===== src/rtl/sram_share_arb.sv =====
// sram_share_arb
// Two-requester arbiter and fill sequencer for the shared 64x8 project SRAM.
// Port A (CPU core) and port B (management/debug loader) share the array; at
// most one access is granted per cycle, round-robin under contention. A sweep
// engine writes FILL to every word after reset (CLEAR_ON_RESET) or on clear_i.
//
// Ports:
//   wb_clk_i, wb_rst_i      clock, synchronous active-high reset
//   clear_i                 start a fill sweep (sampled only while idle)
//   busy_o                  sweep in progress, no grants issued
//   a_/b_req, _we, _addr, _wdata   client requests
//   a_/b_gnt                combinational grant
//   a_/b_rvalid, _rdata     read response, one cycle after the grant
//   sram_addr, sram_in, sram_gwe, sram_out   SRAM pins (synchronous read)
//   dbg_state               current sequencer state (0 = IDLE, 1 = SWEEP)
//
// Handshake: a client raises *_req with stable *_we/*_addr/*_wdata and holds
// all of them until the cycle in which *_gnt is high; that cycle is the
// transfer. *_gnt never rises without *_req. A granted read returns data with
// *_rvalid high for exactly one cycle, on the cycle after the grant.
module sram_share_arb #(
    parameter bit         CLEAR_ON_RESET = 1'b1,
    parameter logic [7:0] FILL           = 8'h00
) (
    input  logic       wb_clk_i,
    input  logic       wb_rst_i,
    input  logic       clear_i,
    output logic       busy_o,
    input  logic       a_req,
    input  logic       a_we,
    input  logic [5:0] a_addr,
    input  logic [7:0] a_wdata,
    output logic       a_gnt,
    output logic       a_rvalid,
    output logic [7:0] a_rdata,
    input  logic       b_req,
    input  logic       b_we,
    input  logic [5:0] b_addr,
    input  logic [7:0] b_wdata,
    output logic       b_gnt,
    output logic       b_rvalid,
    output logic [7:0] b_rdata,
    output logic [5:0] sram_addr,
    output logic [7:0] sram_in,
    output logic       sram_gwe,
    input  logic [7:0] sram_out,
    output logic       dbg_state
);

    typedef enum logic {IDLE = 1'b0, SWEEP = 1'b1} state_t;

    state_t     state, state_nxt;
    logic [5:0] cnt;
    logic       last_b;   // 1 = B was granted most recently, so A wins a tie
    logic [5:0] addr_q;   // last driven SRAM address/data, held on idle cycles
    logic [7:0] in_q;
    logic [5:0] addr_d;
    logic [7:0] in_d;

    always_comb begin
        state_nxt = state;
        a_gnt     = 1'b0;
        b_gnt     = 1'b0;
        sram_gwe  = 1'b0;
        addr_d    = addr_q;
        in_d      = in_q;
        if (wb_rst_i) begin
            addr_d = 6'd0;
            in_d   = 8'd0;
        end else begin
            case (state)
                SWEEP: begin
                    addr_d   = cnt;
                    in_d     = FILL;
                    sram_gwe = 1'b1;
                    if (cnt == 6'd63) state_nxt = IDLE;
                end
                default: begin
                    if (a_req && (!b_req || last_b)) a_gnt = 1'b1;
                    else if (b_req)                  b_gnt = 1'b1;
                    if (a_gnt) begin
                        addr_d   = a_addr;
                        in_d     = a_wdata;
                        sram_gwe = a_we;
                    end else if (b_gnt) begin
                        addr_d   = b_addr;
                        in_d     = b_wdata;
                        sram_gwe = b_we;
                    end
                    // The cycle's grant still completes; the sweep starts after it.
                    if (clear_i) state_nxt = SWEEP;
                end
            endcase
        end
    end

    always_ff @(posedge wb_clk_i) begin
        if (wb_rst_i) begin
            state    <= CLEAR_ON_RESET ? SWEEP : IDLE;
            cnt      <= 6'd0;
            last_b   <= 1'b1;
            a_rvalid <= 1'b0;
            b_rvalid <= 1'b0;
            addr_q   <= 6'd0;
            in_q     <= 8'd0;
        end else begin
            state <= state_nxt;
            // Wraps 63 -> 0 as the sweep ends, so the next sweep starts at 0.
            if (state == SWEEP) cnt <= cnt + 6'd1;
            if (a_gnt)      last_b <= 1'b0;
            else if (b_gnt) last_b <= 1'b1;
            a_rvalid <= a_gnt & ~a_we;
            b_rvalid <= b_gnt & ~b_we;
            addr_q   <= addr_d;
            in_q     <= in_d;
        end
    end

    assign sram_addr = addr_d;
    assign sram_in   = in_d;
    assign a_rdata   = sram_out;
    assign b_rdata   = sram_out;
    assign busy_o    = (state == SWEEP) && !wb_rst_i;
    assign dbg_state = state;

endmodule


===== config.mk =====
export PLATFORM = sky130hd
export DESIGN_NAME = sram_share_arb
export DESIGN_NICKNAME = d
export VERILOG_FILES = /design/src/rtl/sram_share_arb.sv
export SDC_FILE = /design/constraint.sdc
export NUM_CORES = 1
export LEC_CHECK = 0
export CAP_MARGIN = 20
export CORE_UTILIZATION = 25
export DETAILED_ROUTE_END_ITERATION = 10
export MAX_ROUTING_LAYER = met4
export PLACE_DENSITY = 0.64
export SKIP_CTS_REPAIR_TIMING = 1
export SLEW_MARGIN = 20
export SYNTH_ARGS = -nofsm -noshare
export SYNTH_HDL_FRONTEND = slang
export SYNTH_SLANG_ARGS = --single-unit

===== constraint.sdc =====
create_clock -name wb_clk_i -period 1.6 [get_ports wb_clk_i]
set_input_delay 0.24 -clock wb_clk_i [delete_from_list [all_inputs] [get_ports wb_clk_i]]
set_output_delay 0.24 -clock wb_clk_i [all_outputs]
set_load 0.01 [all_outputs]

Word level (Yosys, flattened, before mapping)
Index checks and enable logic that the tools add are counted.
{"block": "classes", "eq_ne": 1, "magnitude_cmp": 0, "n_reduce_logical": 6, "div": 0, "muxes": 28, "bitwise": 4, "shifts": 0, "multipliers": 0, "addsub": 1}
{"op": "two-way mux 8 bit", "n": 4}
{"op": "two-way mux 6 bit", "n": 4}
{"op": "two-way mux 1 bit", "n": 20}
{"op": "adder 6 x 1 -> 6 bit, second input constant", "n": 1}
{"op": "equality test 6 bit, second input constant", "n": 1}
{"op": "bitwise AND 1 bit", "n": 2}
{"op": "logical AND 1 bit", "n": 2}
{"op": "logical NOT 1 bit", "n": 2}
{"op": "inverter 1 bit", "n": 2}
{"op": "nonzero test 2 bit", "n": 1}
{"op": "logical OR 1 bit", "n": 1}
{"block": "word_totals", "out_inout_bits": 37, "register_bits": 24, "mem_bits_rw": 0, "wordCells": 47, "latchBits": 0, "input_bits": 43, "memories": 0, "rom_bits": 0}

Depth between registers and ports, before layout
Gate-level depths: netlist of the first run.
{"block": "depth", "depth_word": 10, "mapped_depth": 6, "depth_no_buf": 4}

Worst setup path after synthesis of the first run
OpenSTA, ideal clock, no wires.
{"block": "synth_path", "path_kind": "input to output", "from": "input wb_rst_i", "to": "output sram_addr[4]", "slack_ps": 135, "path_stages": 5, "path_buffers": 3, "t_arrival_ps": 1225, "t_required_ps": 1360, "cell_sequence": "buf_6 or2_1 buf_2 buf_2 o311ai_1"}
{"block": "synth_via", "elab_chain_cells": 1}
{"item": "start: declaration", "line_no": "26", "source": "input logic wb_rst_i,"}
{"item": "two-way mux 6 bit", "line_no": "67", "source": "if (wb_rst_i) begin"}
{"item": "end: declaration", "line_no": "43", "source": "output logic [5:0] sram_addr,"}
No other way between the ends.

Final worst setup path of the first run
{"block": "layout_path", "from": "register state (netlist: dbg_state)", "to": "output sram_addr[3]"}
{"block": "layout_via", "elab_chain_cells": 2}
{"item": "start: declaration", "line_no": "52", "source": "state_t state, state_nxt;"}
{"item": "start signal: assignment", "line_no": "99", "source": "state <= CLEAR_ON_RESET ? SWEEP : IDLE;"}
{"item": "start signal: assignment", "line_no": "107", "source": "state <= state_nxt;"}
{"item": "two-way mux 6 bit", "line_no": "71", "source": "case (state)"}
{"item": "two-way mux 6 bit", "line_no": "67"}
No other way between the ends.

==> results.json, run 1 <==
{
  "status": "finished with violations",
  "dp_cells": 289,
  "yosysMostFrequentCell": "dfxtp_1",
  "internal-power_mw": 0.9861,
  "clkTransAtPathRegs_ns": 0.09,
  "grt_max_degree": 21,
  "cts_tree": "built",
  "start_kind": "flop",
  "dr_total_vias": 1495,
  "synth_top_area_cell": "dfxtp_1",
  "grt_usage": 0.1351,
  "wl_per_cell_um": 14.69,
  "synth_top_area_frac": 0.3305,
  "final_cells": 305,
  "dpl_cell_area_um2": 2126,
  "core_area_um2": 5540,
  "n_antenna_cell": 0,
  "yosysSeqAreaShare": 0.3305,
  "final_nets": 278,
  "clock_latency_ns": 0.27,
  "std_cell_rows": 27,
  "antenna_found_initial": 0,
  "p_clk_frac": 0.325,
  "setup_tns_ns": -2.138,
  "hold_slack_ns": 0.3612,
  "drc": 0,
  "met1_length_um": 2012,
  "violations": "setup timing",
  "clockBufferDepth": 2,
  "fin_ws_ns": -0.2252,
  "power.density_nw_per_um2": 538.3,
  "path_class": "flop to output pin",
  "numCtsBuffers": 3,
  "ant_nets": 0,
  "period_share": 1.141,
  "fmax_mhz": 547.9,
  "power_frac_seq": 0.464,
  "start_util": 0.2624,
  "yosysWarnings": 0,
  "num_io_pins": 80,
  "first_pass_iters": 4,
  "hold_violations": 0,
  "synth_area_leaders": "dfxtp_1, a211oi_1, mux2i_1",
  "syn_nets": 207,
  "synth_edf_count": 0,
  "p_leak_nw": 1.036,
  "worstPathRequired_ns": 1.36,
  "crit_arrival_ns": 1.59,
  "grt_pass1_wl_um": 6306,
  "hold_class": "primary input to flop",
  "rsz0062_at_grt": "yes",
  "areaGrowthSynthToFinish_pct": 68.67,
  "synth.distinct_cells": 32,
  "post-route-min-period_ns": 1.825,
  "cts.sinks": 24,
  "ir_drop_v": 0.0002796,
  "synth_ff_type": "dfxtp_1",
  "setup_viol": 16,
  "final_area_um2": 2452,
  "dr_wl_met3_um": 226,
  "dp_hpwl_um": 2906,
  "worstMarginPinSlew_ns": 0.3868,
  "fillers": 549,
  "die-area_um2": 6125,
  "fp.dieW_um": 78.26,
  "slew_headroom": 0.7347,
  "maxCapViolations": 0,
  "synth.cell_area_um2": 1454,
  "place_worst_setup_slack_ns": -0.7520,
  "viasPerCell": 4.902,
  "gp_congestion": 0.7949,
  "yosys-top-cells-count": "dfxtp_1, a211oi_1, buf_4",
  "ys_async_sr_fraction": 0,
  "end_kind": "output pin",
  "drv_slew": 0,
  "grt.overflow.total": 0,
  "drive_gt1_frac": 0.4163,
  "swShare": 0.2530,
  "synth-seq-cells": 24,
  "cp_max_fo": 7,
  "top_layer": "met4",
  "root_buffer": "clkbuf_8",
  "syn_inst": 163,
  "clock_skew_ns": 0.003517,
  "drt_iter0_drc": 97,
  "syn_avg_cell_area_um2": 8.920,
  "die_y_um": 78.26,
  "grt_pass1_vias": 1318,
  "pwr-share-comb": 0.211,
  "drt_wl_total_um": 4481,
  "wl_met2_um": 2187,
  "portBuffers": 55,
  "p_sw_mw": 0.3340,
  "cts_max_level": 1
}
## per-stage QoR
| stage | utilization | total power, mW |
|---|---|---|
| after CTS | 0.3936 | 1.294 |
| after detailed placement | 0.3837 | 0.8735 |
| after floorplan | - | 0.7684 |
| after global placement | 0.3837 | 0.8715 |
| final | 0.4426 | 1.320 |
| after global routing | 0.4426 | 1.374 |
## layer usage
layer,vias up,GRT usage
li1,726,-
met1,722,0.1683
met2,43,0.2149
met3,4,0.03605
met4,0,0.03704
met5,-,-
## worst max-delay path: stages, from the launching register on
cell and delay, ns:
dfxtp_4 0.37, or2_4 0.25, buf_12 0.14, a211oi_2 0.25, a311o_1 0.16, clkbuf_2 0.13
## flip-flops by register name, summed over array words and instances, names as in the netlist
name and count:
last_b 1, cnt 6, dbg_state 1, addr_q 6, b_rvalid 1, a_rvalid 1, in_q 8
## cells by family (layout without fill, tap and decap cells)
group                    Yosys count  in the layout  synth area share
flip-flops                        24             24            0.3305
XOR/XNOR                           4              4           0.02410
multiplexers                      15             15            0.1033
buffers and inverters             32            101            0.1532
AO/OA/AOI/OAI                     39             39            0.2186
AND/OR/NAND/NOR                   48             49            0.1618
adder cells (fa/ha/maj)            1              1          0.008604
## cell type report
cell class | instances | area, um2 | area share
multi-input cells | 108 | 933.4 | 0.3806
repair buffers | 96 | 884.6 | 0.3607
flip-flops and latches | 24 | 485.5 | 0.1980
well taps | 72 | 90.09 | 0.03673
clock buffers | 4 | 55.05 | 0.02245
inverters | 1 | 3.754 | 0.001531
## power by group through the flow
stage          clock network [mW]  registers [mW]  logic, mW
2_1_floorplan                   0           0.628      0.140
3_3_place_gp                    0           0.628      0.244
3_5_place_dp                    0           0.628      0.246
4_1_cts                     0.432           0.614      0.248
5_1_grt                     0.461           0.615      0.299
6_report                    0.429           0.612      0.279
## worst paths after layout
kind	start	end	slack [ns]	cells past startpoint
setup / recovery	dbg_state	sram_addr[3]	-0.23	5
hold / removal	wb_rst_i	last_b	0.36	3
setup reg to reg	last_b	a_rvalid	0.05	8
hold reg to reg	cnt[5]	cnt[5]	0.53	2
## layout by cell type (no fill, tap or decap), drive strengths merged
cell,count
clkdlybuf4s50,34
nor3,10
nor2b,1
clkbuf,7
dfxtp,24
inv,1
or3,1
and2b,1
a21oi,1
o22ai,1
nand2,11
or2,1
xnor2,1
ha,1
a221oi,1
nand2b,3
a221o,1
nand3b,1
nor3b,1
xor2,3
nand3,1
buf,55
nand4,2
o21ai,1
a211oi,22
nor2,16
mux2i,15
dlymetal6s2s,4
o311ai,2
a311o,10
No activity file was read; power rests on OpenSTA's default activity.
==> run 2, diff against run 1 <==
TNS_END_PERCENT = 100   (was unset)
==> results of run 2 <==
The final DEF is identical to that of run 1; final timing and power are the same.
